File: config.mk
export PLATFORM = sky130hd
export DESIGN_NAME = multicycle_control
export DESIGN_NICKNAME = d
export VERILOG_FILES = /design/src/rtl/multicycle_control_pkg.sv /design/src/rtl/control_decode.sv /design/src/rtl/multicycle_control.sv
export SDC_FILE = /design/constraint.sdc
export NUM_CORES = 1
export LEC_CHECK = 0
export BUFFER_PORTS_ARGS = -buffer_cell sky130_fd_sc_hd__buf_2
export CAP_MARGIN = 20
export CORE_MARGIN = 8
export CORE_UTILIZATION = 52
export CTS_CLUSTER_SIZE = 10
export DETAILED_ROUTE_END_ITERATION = 7
export PLACE_DENSITY_LB_ADDON = 0.08
export SYNTH_ARGS = -nofsm -noshare
export SYNTH_HDL_FRONTEND = slang
export SYNTH_SLANG_ARGS = --single-unit
File: constraint.sdc
create_clock -name i_clk -period 2.5 [get_ports i_clk]
set_input_delay 0 -clock i_clk [delete_from_list [all_inputs] [get_ports i_clk]]
set_output_delay 0 -clock i_clk [all_outputs]
set_load 0.05 [all_outputs]
File: src/rtl/multicycle_control_pkg.sv
// Shared definitions for the multicycle control unit.
// Holds the FSM state encoding, the opcode/funct constants that make up the
// supported instruction subset (ld, sd, add/sub/and/or, beq), the ALUOp and
// ALU B-operand select codes, the Moore control-word type, and a helper that
// maps a state to its Moore control word.
package multicycle_control_pkg;

  typedef enum logic [3:0] {
    S_IDLE,
    S_FETCH,
    S_DECODE,
    S_MEMADDR,
    S_MEMREAD,
    S_MEMWB,
    S_MEMWRITE,
    S_EXECUTE,
    S_RWB,
    S_BRANCH,
    S_TRAP
  } state_t;

  // Opcodes
  localparam logic [6:0] OP_LD    = 7'b0000011;
  localparam logic [6:0] OP_SD    = 7'b0100011;
  localparam logic [6:0] OP_RTYPE = 7'b0110011;
  localparam logic [6:0] OP_BEQ   = 7'b1100011;

  // funct3 values of the supported instructions
  localparam logic [2:0] F3_DWORD   = 3'b011;
  localparam logic [2:0] F3_BEQ     = 3'b000;
  localparam logic [2:0] F3_ADD_SUB = 3'b000;
  localparam logic [2:0] F3_AND     = 3'b111;
  localparam logic [2:0] F3_OR      = 3'b110;

  // ALUOp field (upper two bits of the ALU-control word)
  localparam logic [1:0] ALUOP_MEM    = 2'b00;
  localparam logic [1:0] ALUOP_BRANCH = 2'b01;
  localparam logic [1:0] ALUOP_RTYPE  = 2'b10;

  // ALU B-operand select
  localparam logic [1:0] SRCB_RS2  = 2'b00;
  localparam logic [1:0] SRCB_FOUR = 2'b01;
  localparam logic [1:0] SRCB_IMM  = 2'b10;

  // Outputs that depend on state only
  typedef struct packed {
    logic       mem_req;
    logic       mem_we;
    logic       iord;
    logic       pc_src;
    logic       reg_write;
    logic       mem_to_reg;
    logic       alu_src_a;
    logic [1:0] alu_src_b;
    logic [5:0] alu_op;
    logic       fault;
  } ctrl_t;

  // States that hold a memory request open
  function automatic logic is_mem_state(input state_t s);
    return (s == S_FETCH) || (s == S_MEMREAD) || (s == S_MEMWRITE);
  endfunction

  // Moore control word for a state. funct7b5/funct3 only matter in EXECUTE.
  function automatic ctrl_t moore_ctrl(input state_t s, input logic funct7b5,
                                       input logic [2:0] funct3);
    ctrl_t c;
    c = '0;
    case (s)
      S_FETCH: begin
        c.mem_req   = 1'b1;
        c.alu_src_b = SRCB_FOUR;
        c.alu_op    = {ALUOP_MEM, 4'b0000};
      end
      S_DECODE: begin
        c.alu_src_b = SRCB_IMM;
        c.alu_op    = {ALUOP_MEM, 4'b0000};
      end
      S_MEMADDR: begin
        c.alu_src_a = 1'b1;
        c.alu_src_b = SRCB_IMM;
        c.alu_op    = {ALUOP_MEM, 4'b0000};
      end
      S_MEMREAD: begin
        c.mem_req = 1'b1;
        c.iord    = 1'b1;
      end
      S_MEMWB: begin
        c.reg_write  = 1'b1;
        c.mem_to_reg = 1'b1;
      end
      S_MEMWRITE: begin
        c.mem_req = 1'b1;
        c.mem_we  = 1'b1;
        c.iord    = 1'b1;
      end
      S_EXECUTE: begin
        c.alu_src_a = 1'b1;
        c.alu_src_b = SRCB_RS2;
        c.alu_op    = {ALUOP_RTYPE, funct7b5, funct3};
      end
      S_RWB: begin
        c.reg_write = 1'b1;
      end
      S_BRANCH: begin
        c.alu_src_a = 1'b1;
        c.alu_src_b = SRCB_RS2;
        c.alu_op    = {ALUOP_BRANCH, 4'b0000};
        c.pc_src    = 1'b1;
      end
      S_TRAP: begin
        c.fault = 1'b1;
      end
      default: c = '0;
    endcase
    return c;
  endfunction

endpackage

File: src/rtl/control_decode.sv
// Combinational next-state decode for the multicycle control FSM.
// Checks instruction legality from opcode/funct3/funct7b5 and selects the
// next state from the current state, memory handshake and timeout flag.
// Ports:
//   state      current FSM state
//   opcode     IR opcode
//   funct3     IR funct3
//   funct7b5   IR bit 30
//   mem_ready  memory completes the open request this cycle
//   timeout    wait counter has reached its limit
//   next_state state to load at the next clock edge
module control_decode
  import multicycle_control_pkg::*;
(
  input  state_t     state,
  input  logic [6:0] opcode,
  input  logic [2:0] funct3,
  input  logic       funct7b5,
  input  logic       mem_ready,
  input  logic       timeout,
  output state_t     next_state
);

  logic is_ld;
  logic is_sd;
  logic is_rtype;
  logic is_beq;

  assign is_ld  = (opcode == OP_LD) && (funct3 == F3_DWORD);
  assign is_sd  = (opcode == OP_SD) && (funct3 == F3_DWORD);
  assign is_beq = (opcode == OP_BEQ) && (funct3 == F3_BEQ);
  // add and sub share funct3; and/or are only legal with funct7b5 clear
  assign is_rtype = (opcode == OP_RTYPE) &&
                    ((funct3 == F3_ADD_SUB) ||
                     (!funct7b5 && ((funct3 == F3_AND) || (funct3 == F3_OR))));

  always_comb begin
    next_state = state;
    case (state)
      S_IDLE:    next_state = S_FETCH;
      S_FETCH: begin
        // a completing handshake takes priority over the timeout
        if (mem_ready)    next_state = S_DECODE;
        else if (timeout) next_state = S_TRAP;
      end
      S_DECODE: begin
        if (is_ld || is_sd) next_state = S_MEMADDR;
        else if (is_rtype)  next_state = S_EXECUTE;
        else if (is_beq)    next_state = S_BRANCH;
        else                next_state = S_TRAP;
      end
      S_MEMADDR: next_state = is_sd ? S_MEMWRITE : S_MEMREAD;
      S_MEMREAD: begin
        if (mem_ready)    next_state = S_MEMWB;
        else if (timeout) next_state = S_TRAP;
      end
      S_MEMWB:   next_state = S_FETCH;
      S_MEMWRITE: begin
        if (mem_ready)    next_state = S_FETCH;
        else if (timeout) next_state = S_TRAP;
      end
      S_EXECUTE: next_state = S_RWB;
      S_RWB:     next_state = S_FETCH;
      S_BRANCH:  next_state = S_FETCH;
      S_TRAP:    next_state = S_TRAP;
      default:   next_state = S_IDLE;
    endcase
  end

endmodule

File: src/rtl/multicycle_control.sv
// Multicycle RISC-V style control unit for ld, sd, add, sub, and, or, beq.
// A single FSM sequences fetch/decode/execute; state-only outputs are
// registered alongside the state, while IR/PC write strobes that depend on
// the memory handshake or the zero flag are decoded combinationally.
// A saturating wait counter traps requests left unanswered too long.
// Parameter:
//   TIMEOUT_CYCLES  wait cycles allowed before a memory fault; 0 disables
// Ports:
//   i_clk, i_rst         clock, synchronous active-high reset
//   i_opcode, i_funct3,
//   i_funct7b5           instruction fields from IR
//   i_zero               ALU zero flag
//   i_mem_ready          memory completes the current request
//   o_mem_req, o_mem_we,
//   o_iord               memory request, write, address select
//   o_ir_write,
//   o_pc_write, o_pc_src IR/PC load controls
//   o_reg_write,
//   o_mem_to_reg         register write-back controls
//   o_alu_src_a,
//   o_alu_src_b, o_alu_op ALU operand selects and ALU-control word
//   o_fault              sticky fault (illegal instruction or timeout)
module multicycle_control
  import multicycle_control_pkg::*;
#(
  parameter int TIMEOUT_CYCLES = 16
) (
  input  logic       i_clk,
  input  logic       i_rst,
  input  logic [6:0] i_opcode,
  input  logic [2:0] i_funct3,
  input  logic       i_funct7b5,
  input  logic       i_zero,
  input  logic       i_mem_ready,
  output logic       o_mem_req,
  output logic       o_mem_we,
  output logic       o_iord,
  output logic       o_ir_write,
  output logic       o_pc_write,
  output logic       o_pc_src,
  output logic       o_reg_write,
  output logic       o_mem_to_reg,
  output logic       o_alu_src_a,
  output logic [1:0] o_alu_src_b,
  output logic [5:0] o_alu_op,
  output logic       o_fault
);

  localparam int CNT_W = (TIMEOUT_CYCLES > 0) ? $clog2(TIMEOUT_CYCLES + 1) : 1;
  localparam logic [CNT_W-1:0] CNT_MAX   = '1;
  localparam logic [CNT_W-1:0] CNT_LIMIT = CNT_W'(TIMEOUT_CYCLES);

  state_t           state;
  state_t           next_state;
  ctrl_t            ctrl_q;
  logic [CNT_W-1:0] wait_cnt;
  logic             timeout;

  assign timeout = (TIMEOUT_CYCLES > 0) && (wait_cnt == CNT_LIMIT);

  control_decode u_decode (
    .state      (state),
    .opcode     (i_opcode),
    .funct3     (i_funct3),
    .funct7b5   (i_funct7b5),
    .mem_ready  (i_mem_ready),
    .timeout    (timeout),
    .next_state (next_state)
  );

  // State, registered Moore outputs (decoded from the state being entered so
  // they line up with it) and the wait counter.
  always_ff @(posedge i_clk) begin
    if (i_rst) begin
      state    <= S_IDLE;
      ctrl_q   <= '0;
      wait_cnt <= '0;
    end else begin
      state  <= next_state;
      ctrl_q <= moore_ctrl(next_state, i_funct7b5, i_funct3);
      if (is_mem_state(next_state) && (next_state != state)) begin
        wait_cnt <= '0;
      end else if (is_mem_state(state) && !i_mem_ready && (wait_cnt != CNT_MAX)) begin
        wait_cnt <= wait_cnt + 1'b1;
      end
    end
  end

  assign o_mem_req    = ctrl_q.mem_req;
  assign o_mem_we     = ctrl_q.mem_we;
  assign o_iord       = ctrl_q.iord;
  assign o_pc_src     = ctrl_q.pc_src;
  assign o_reg_write  = ctrl_q.reg_write;
  assign o_mem_to_reg = ctrl_q.mem_to_reg;
  assign o_alu_src_a  = ctrl_q.alu_src_a;
  assign o_alu_src_b  = ctrl_q.alu_src_b;
  assign o_alu_op     = ctrl_q.alu_op;
  assign o_fault      = ctrl_q.fault;

  // Strobes that follow the handshake / zero flag within the cycle
  assign o_ir_write = (state == S_FETCH) && i_mem_ready;
  assign o_pc_write = ((state == S_FETCH) && i_mem_ready) ||
                      ((state == S_BRANCH) && i_zero);

endmodule

==> flow_metrics.env, run 1 <==
export IMPL_synth_seq_cells=25
export IMPL_antenna_found_initial=0
export IMPL_synth_edf_count=0
export IMPL_crit_fanout=14
export IMPL_grtUsageTotal=0.146
export IMPL_vias=1248
export IMPL_clock_fmax_mhz=430
export IMPL_drv_cap=0
export IMPL_viasPerCell=5.67
export IMPL_gr_usage_met1=0.173
export IMPL_r2r_start="state[0]$_SDFF_PP0_"
export IMPL_synth_nets=174
export IMPL_syn_inst=156
export IMPL_finalSetupViolations=0
export IMPL_nets=209
export IMPL_skew_ns=0.0140
export IMPL_cp_arrival_ns=2.51
export IMPL_diodes=0
export IMPL_synth_top_area_share=0.368
export IMPL_cp_cell_sequence="or3b_1 > a21boi_1 > nand2_1 > and4_1 > o221ai_1 > a211oi_1"
export IMPL_fillers=224
export IMPL_path_clk_slew_ns=0.15
export IMPL_htree_levels=1
export IMPL_finalHoldViolCount=0
export IMPL_place_gp_congestion=0.964
export IMPL_met2_usage=0.254
export IMPL_critPathLaunchType="register"
export IMPL_num_io_pins=33
export IMPL_clkLatencyLatePin_ns=0.32
export IMPL_overflow=0
export IMPL_layout_drive_gt1_share=0.253
export IMPL_cts_root_buf="clkbuf_4"
export IMPL_ys_async_sr_fraction=0
export IMPL_final_util=0.649
export IMPL_p_total_uw=916
export IMPL_rrSetupSlack_ns=0.18
export IMPL_ys_top_cells_by_count="dfxtp_1, nor2_1, nand2_1, nor3_1"
export IMPL_cts_tree="done"
export IMPL_grt_pass1_wl_um=5220
export IMPL_die_h_um=67.2
export IMPL_clock_path_buffers=2
export IMPL_cp_slowest_cell="dfxtp_1"
export IMPL_netlist_area_um2=1360
export IMPL_ant_nets=0
export IMPL_initialDrtViolationCount=61
export IMPL_yosysMostFrequentCell="dfxtp_1"
export IMPL_cts_made_buffers=3
export IMPL_fin_crit_sh=0.930
export IMPL_hold_path_startpoint="i_opcode[5]"
export IMPL_synth_flop_cell="dfxtp_1"
export IMPL_yosys_warnings=0
export IMPL_yosysSeqAreaShare=0.368
export IMPL_hold_class="in -> reg"
export IMPL_yosys_area_top_type="dfxtp_1"
export IMPL_syn_avg_cell_area_um2=8.73
export IMPL_drt_first_pass_iters=4
export IMPL_startpoint="state[0]$_SDFF_PP0_"
export IMPL_outcome="complete, no violations"
export IMPL_drt_wirelength_per_cell_um=14.5
export IMPL_dp_slack_ns=0.179
export IMPL_grt_busiest_layer="met2"
export IMPL_powerDensity_nw_per_um2=570
export IMPL_cts_sinks=25
export IMPL_crit_type="reg -> reg"
export IMPL_die_x_um=67.2
export IMPL_rsz0062_at_grt="no"
export IMPL_ys_types=53
export IMPL_slew_viol_final=0
export IMPL_path_buf_inv=0
export IMPL_largest_reg_flops=6
export IMPL_leakage_uw=0.000691
export IMPL_worstMarginPinSlew_ns=0.606
export IMPL_io_buffers=32
export IMPL_core_area_um2=2480
export IMPL_dp_hpwl_um=2490
export IMPL_irDropWorstVdd_uv=449
export IMPL_maxSlewHeadroom=0.596
export IMPL_rows=18
export IMPL_drc=0
export IMPL_fin_ws_ns=0.176
export IMPL_finalSetupTns_ns=0
export IMPL_wl_um=3180
export IMPL_cp_slowest_stage_delay_ns=0.58
export IMPL_cp_end_kind="register"
export IMPL_grt_max_degree=21
export IMPL_initial_core_util=0.549
export IMPL_crit_required_ns=2.69
export IMPL_grt_pass1_vias=1181
export IMPL_dieArea_um2=4510
export IMPL_yosys_top_cells_area="dfxtp_1, nor2_1, a211oi_1"
export IMPL_critPathTopFamily="compound AO/OA/AOI/OAI gates"
export IMPL_layout_min_cycle_time_ns=2.32
export IMPL_area_growth_pct=18.1
export IMPL_grtUsageMet3=0.0298
## stage by stage
stage | cells | hold WS (ns) | instance area, um^2
floorplan | 156 | 0.122 | 1360
global placement | 212 | 0.219 | 1540
detailed placement | 212 | 0.219 | 1540
CTS | 220 | 0.248 | 1610
global route | 220 | 0.279 | 1610
finish | 220 | 0.245 | 1610
## cells by family after synthesis
kind of cell               Yosys count  synth area share
AOI/OAI and AO/OA                   34             0.195
DFF                                 25             0.368
buffers and inverters               15            0.0469
muxes                                1           0.00735
adders and majority gates            3            0.0276
and+or+nand+nor                     74             0.330
xor gates and xnor gates             4            0.0257
## final cells by class
cell class	instances	area, um^2	share of cell area
multi-input cells	116	797	0.496
well taps	30	37.5	0.0233
clock inverters	1	7.51	0.00467
clock buffers	3	22.5	0.0140
repair buffers	38	215	0.134
flip-flops and latches	25	502	0.312
inverters	7	26.3	0.0163
## worst paths after layout
path | endpoint | cells past startpoint
setup / recovery | wait_cnt[4]$_SDFFE_PP0P_ | 6
hold / removal | o_alu_src_b[0]$_SDFF_PP0_ | 5
setup reg to reg | wait_cnt[4]$_SDFFE_PP0P_ | 6
hold reg to reg | wait_cnt[3]$_SDFFE_PP0P_ | 2
## worst min-delay path, delay by kind of cell
kind / cells / cell delay [ns]
AOI/OAI and AO/OA: 1 / 0.09
buffers and inverters: 1 / 0.11
and+or+nand+nor: 3 / 0.34
## cells in the final DEF (no fill, tap or decap), types with 2 or more instances in the layout
cell type | synthesis | layout
a211oi_1 | 7 | 7
a21o_1 | 2 | 2
a21oi_1 | 6 | 6
and2_1 | 4 | 4
buf_2 | 0 | 32
buf_4 | 0 | 2
clkbuf_4 | 0 | 3
dfxtp_1 | 25 | 24
dlygate4sd3_1 | 0 | 4
ha_1 | 3 | 3
inv_1 | 7 | 7
nand2_1 | 9 | 9
nand2b_1 | 6 | 6
nand4_1 | 2 | 2
nand4bb_1 | 2 | 2
nor2_1 | 16 | 16
nor2b_1 | 3 | 3
nor3_1 | 8 | 8
nor4_1 | 2 | 2
o21ai_0 | 3 | 3
o221ai_1 | 2 | 2
o31ai_1 | 2 | 2
or2_2 | 3 | 3
or3_1 | 2 | 2
or4_1 | 2 | 2
xnor2_1 | 2 | 2
xor2_1 | 2 | 2
## power by group
group | leakage (uW) | switching [uW] | total (uW) | internal, uW
Clock | 0.0000139 | 123 | 184 | 61.1
Combinational | 0.000473 | 189 | 290 | 101
Sequential | 0.000203 | 20.2 | 442 | 422
Total | 0.000691 | 332 | 916 | 584
## routing by layer
| metal | share of wire | up-vias |
|---|---|---|
| met5 | 0 | - |
| met4 | 0.0075 | 0 |
| met3 | 0.047 | 4 |
| met2 | 0.52 | 30 |
| met1 | 0.43 | 576 |
| li1 | - | 638 |
## repair_timing
action	CTS	global route
buffers inserted	0	0
hold buffers	4	0
resized for setup	0	1
hold endpoints to repair	8	0
endpoints found under the setup margin	0	4
Note: power is estimated with default switching activity, not from simulation.
==> run 2: changes to the inputs <==
--- a/config.mk
+++ b/config.mk
@@ -14,4 +14,5 @@
 export PLACE_DENSITY_LB_ADDON = 0.08
 export SYNTH_ARGS = -nofsm -noshare
 export SYNTH_HDL_FRONTEND = slang
+export SYNTH_HIERARCHICAL = 1
 export SYNTH_SLANG_ARGS = --single-unit
==> run 2 against run 1 <==
Non-clock buffer count increased by 15. Global-route usage fell by 0.25 points. Synthesized area shrank 4.5%. Power is 44% higher. Clock power is 10% lower. Die area down 3.4%. Largest cell class unchanged.
==> flow_metrics.env, run 2 <==
export IMPL_clkLatencyLatePin_ns=0.30
export IMPL_finalSetupViolations=0
export IMPL_drt_wirelength_per_cell_um=13.8
export IMPL_worstMarginPinSlew_ns=0.426
export IMPL_crit_fanout=8
export IMPL_final_util=0.736
export IMPL_num_io_pins=33
export IMPL_synth_edf_count=0
export IMPL_syn_avg_cell_area_um2=9.22
export IMPL_r2r_cells=10
export IMPL_io_buffers=32
export IMPL_outcome="complete, no violations"
export IMPL_layout_drive_gt1_share=0.418
export IMPL_cts_sinks=25
export IMPL_final_area_um2=1790
export IMPL_initial_core_util=0.534
export IMPL_cp_end_kind="register"
export IMPL_layout_commonest_cell="buf_2"
export IMPL_ant_nets=0
export IMPL_clock_fmax_mhz=430
export IMPL_hold_class="in -> reg"
export IMPL_r2r_end="o_alu_op[2]$_SDFF_PP0_"
export IMPL_largest_reg_flops=6
export IMPL_viasPerCell=5.39
export IMPL_syn_inst=141
export IMPL_slew_viol_final=0
export IMPL_diodes=0
export IMPL_cts_tree="done"
export IMPL_yosys_area_top_type="dfxtp_1"
export IMPL_yosys_warnings=6
export IMPL_synth_seq_cells=25
export IMPL_cp_cell_sequence="inv_1 > ha_1 > nor4bb_4 > nor2b_4 > a21oi_1 > a311o_1 > o211ai_4 > nor2_1 > and3_2 > and2_1"
export IMPL_antenna_found_initial=0
export IMPL_critPathLaunchType="register"
export IMPL_crit_type="reg -> reg"
export IMPL_crit_required_ns=2.70
export IMPL_fin_crit_sh=0.931
export IMPL_layout_common_cells="buf_2, dfxtp_1, nor2_1, buf_4, nand2_1"
export IMPL_finalHoldViolCount=0
export IMPL_placed_cell_area_um2=1580
export IMPL_drt_first_pass_iters=4
export IMPL_leakage_uw=0.000797
export IMPL_skew_ns=0.00968
export IMPL_cts_root_buf="clkbuf_4"
export IMPL_initialDrtViolationCount=50
export IMPL_dp_cells=214
export IMPL_hold_path_startpoint="i_mem_ready"
export IMPL_cp_slowest_stage_delay_ns=0.37
export IMPL_synth_nets=159
export IMPL_grt_max_degree=14
export IMPL_core_area_um2=2430
export IMPL_p_total_uw=1320
export IMPL_area_growth_pct=37.6
export IMPL_overflow=0
export IMPL_path_clk_slew_ns=0.12
export IMPL_critPathTopFamily="simple AND/OR/NAND/NOR gates"
export IMPL_die_h_um=66
export IMPL_place_gp_congestion=0.898
export IMPL_vias=1208
export IMPL_synth_flop_cell="dfxtp_1"
export IMPL_yosysMostFrequentCell="dfxtp_1"
export IMPL_synth_top_area_share=0.385
export IMPL_htree_levels=1
export IMPL_dieArea_um2=4360
export IMPL_yosys_top_cells_area="dfxtp_1, nor2_1, xor2_1"
export IMPL_r2r_start="wait_cnt[0]$_SDFFE_PP0P_"
export IMPL_maxSlewHeadroom=0.714
export IMPL_grtUsageTotal=0.143
export IMPL_min_to="wait_cnt[3]$_SDFFE_PP0P_"
export IMPL_rrSetupSlack_ns=0.17
export IMPL_powerDensity_nw_per_um2=737
export IMPL_hold_path_depth=5
export IMPL_drc=0
export IMPL_final_cells=224
export IMPL_netlist_area_um2=1300
export IMPL_path_buf_inv=1
export IMPL_die_x_um=66
export IMPL_clock_path_buffers=2
export IMPL_layout_min_cycle_time_ns=2.33
export IMPL_cp_arrival_ns=2.53
export IMPL_nets=213
export IMPL_irDropWorstVdd_uv=838
export IMPL_grt_pass1_vias=1283
export IMPL_cp_slowest_cell="a311o_1"
export IMPL_yosysSeqAreaShare=0.385
export IMPL_ys_top_cells_by_count="dfxtp_1, nor2_1, nand2_1, inv_1, nor3_1"
export IMPL_rows=18
export IMPL_ys_async_sr_fraction=0
export IMPL_rsz0062_at_grt="no"
export IMPL_grt_pass1_wl_um=5140
export IMPL_ys_types=43
export IMPL_cts_made_buffers=3
export IMPL_dp_hpwl_um=2280
export IMPL_wl_um=3080
export IMPL_drv_cap=0
## run 2: changes by cell type after synthesis, sizes merged, moves of 3 or more
cell | before | now
a211oi | 7 | 3
and3 | 1 | 4
buf | 1 | 4
clkbuf | 7 | 0
mux2i | 1 | 4
nor2 | 16 | 19
or2 | 5 | 2
xor2 | 2 | 5
## run 2: layer usage
metal	vias up	global-route usage	part of all wire
li1	600	-	-
met1	574	0.137	0.40
met2	32	0.281	0.54
met3	2	0.0441	0.056
met4	0	0.0427	0.0049
met5	-	0	0
## run 2: worst reg2reg max path, cell delays in order (launching register included)
cell and delay (ns):
dfxtp_2 0.34, inv_1 0.06, ha_1 0.14, nor4bb_4 0.33
nor2b_4 0.23, a21oi_1 0.09, a311o_1 0.37, o211ai_4 0.14
nor2_1 0.11, and3_2 0.25, and2_1 0.16
## run 2: logic make-up (layout without fill, tap and decap cells)
kind of cell,after synthesis,after routing,share of synthesized area
and+or+nand+nor,71,71,0.336
DFF,25,25,0.385
AOI/OAI and AO/OA,21,21,0.132
buffers and inverters,11,64,0.0472
xor gates and xnor gates,6,6,0.0404
muxes,4,4,0.0308
adders and majority gates,3,3,0.0289
## run 2: metrics by stage
stage	hold WS (ns)	TNS (ns)	worst slack, ns
after floorplan	0.0709	0	0.142
after global placement	0.227	0	0.0160
after detailed placement	0.230	-0.0705	-0.0251
after CTS	0.240	0	0.0153
after global routing	0.274	0	0.0129
final	0.262	0	0.172
## run 2: how the worst max path moves through the flow
| stage | cells after the start | start | endpoint | slack (ns) |
|---|---|---|---|---|
| floorplan | 12 | wait_cnt[0]$_SDFFE_PP0P_ | wait_cnt[0]$_SDFFE_PP0P_ | 0.14 |
| global placement | 13 | wait_cnt[0]$_SDFFE_PP0P_ | wait_cnt[4]$_SDFFE_PP0P_ | 0.02 |
| detailed placement | 12 | wait_cnt[0]$_SDFFE_PP0P_ | wait_cnt[2]$_SDFFE_PP0P_ | -0.03 |
| CTS | 12 | wait_cnt[0]$_SDFFE_PP0P_ | wait_cnt[2]$_SDFFE_PP0P_ | 0.02 |
| global route | 10 | wait_cnt[0]$_SDFFE_PP0P_ | o_alu_op[2]$_SDFF_PP0_ | 0.01 |
| finish | 10 | wait_cnt[0]$_SDFFE_PP0P_ | o_alu_op[2]$_SDFF_PP0_ | 0.17 |
## run 2: timing repair
item	in CTS	in global routing
endpoints found under the setup margin	6	15
hold buffers	5	0
setup buffers	2	0
gates resized for setup	6	20
pin swaps	3	9
cloned	0	0
hold endpoints to repair	8	0
## run 2: cell type report
type                            instances  area, um^2
Multi-Input combinational cell        105         866
Timing Repair Buffer                   53         330
Fill cell                             192         643
Clock buffer                            4        26.3
Inverter                                7        26.3
Tap cell                               30        37.5
Sequential cell                        25         503
## run 2: where the power goes
part	switching, uW	total (uW)	leakage (uW)	internal, uW
sequential	32.6	475	0.000204	443
combinational	396	679	0.000578	283
clock	103	165	0.0000150	62.0
total	532	1320	0.000797	787
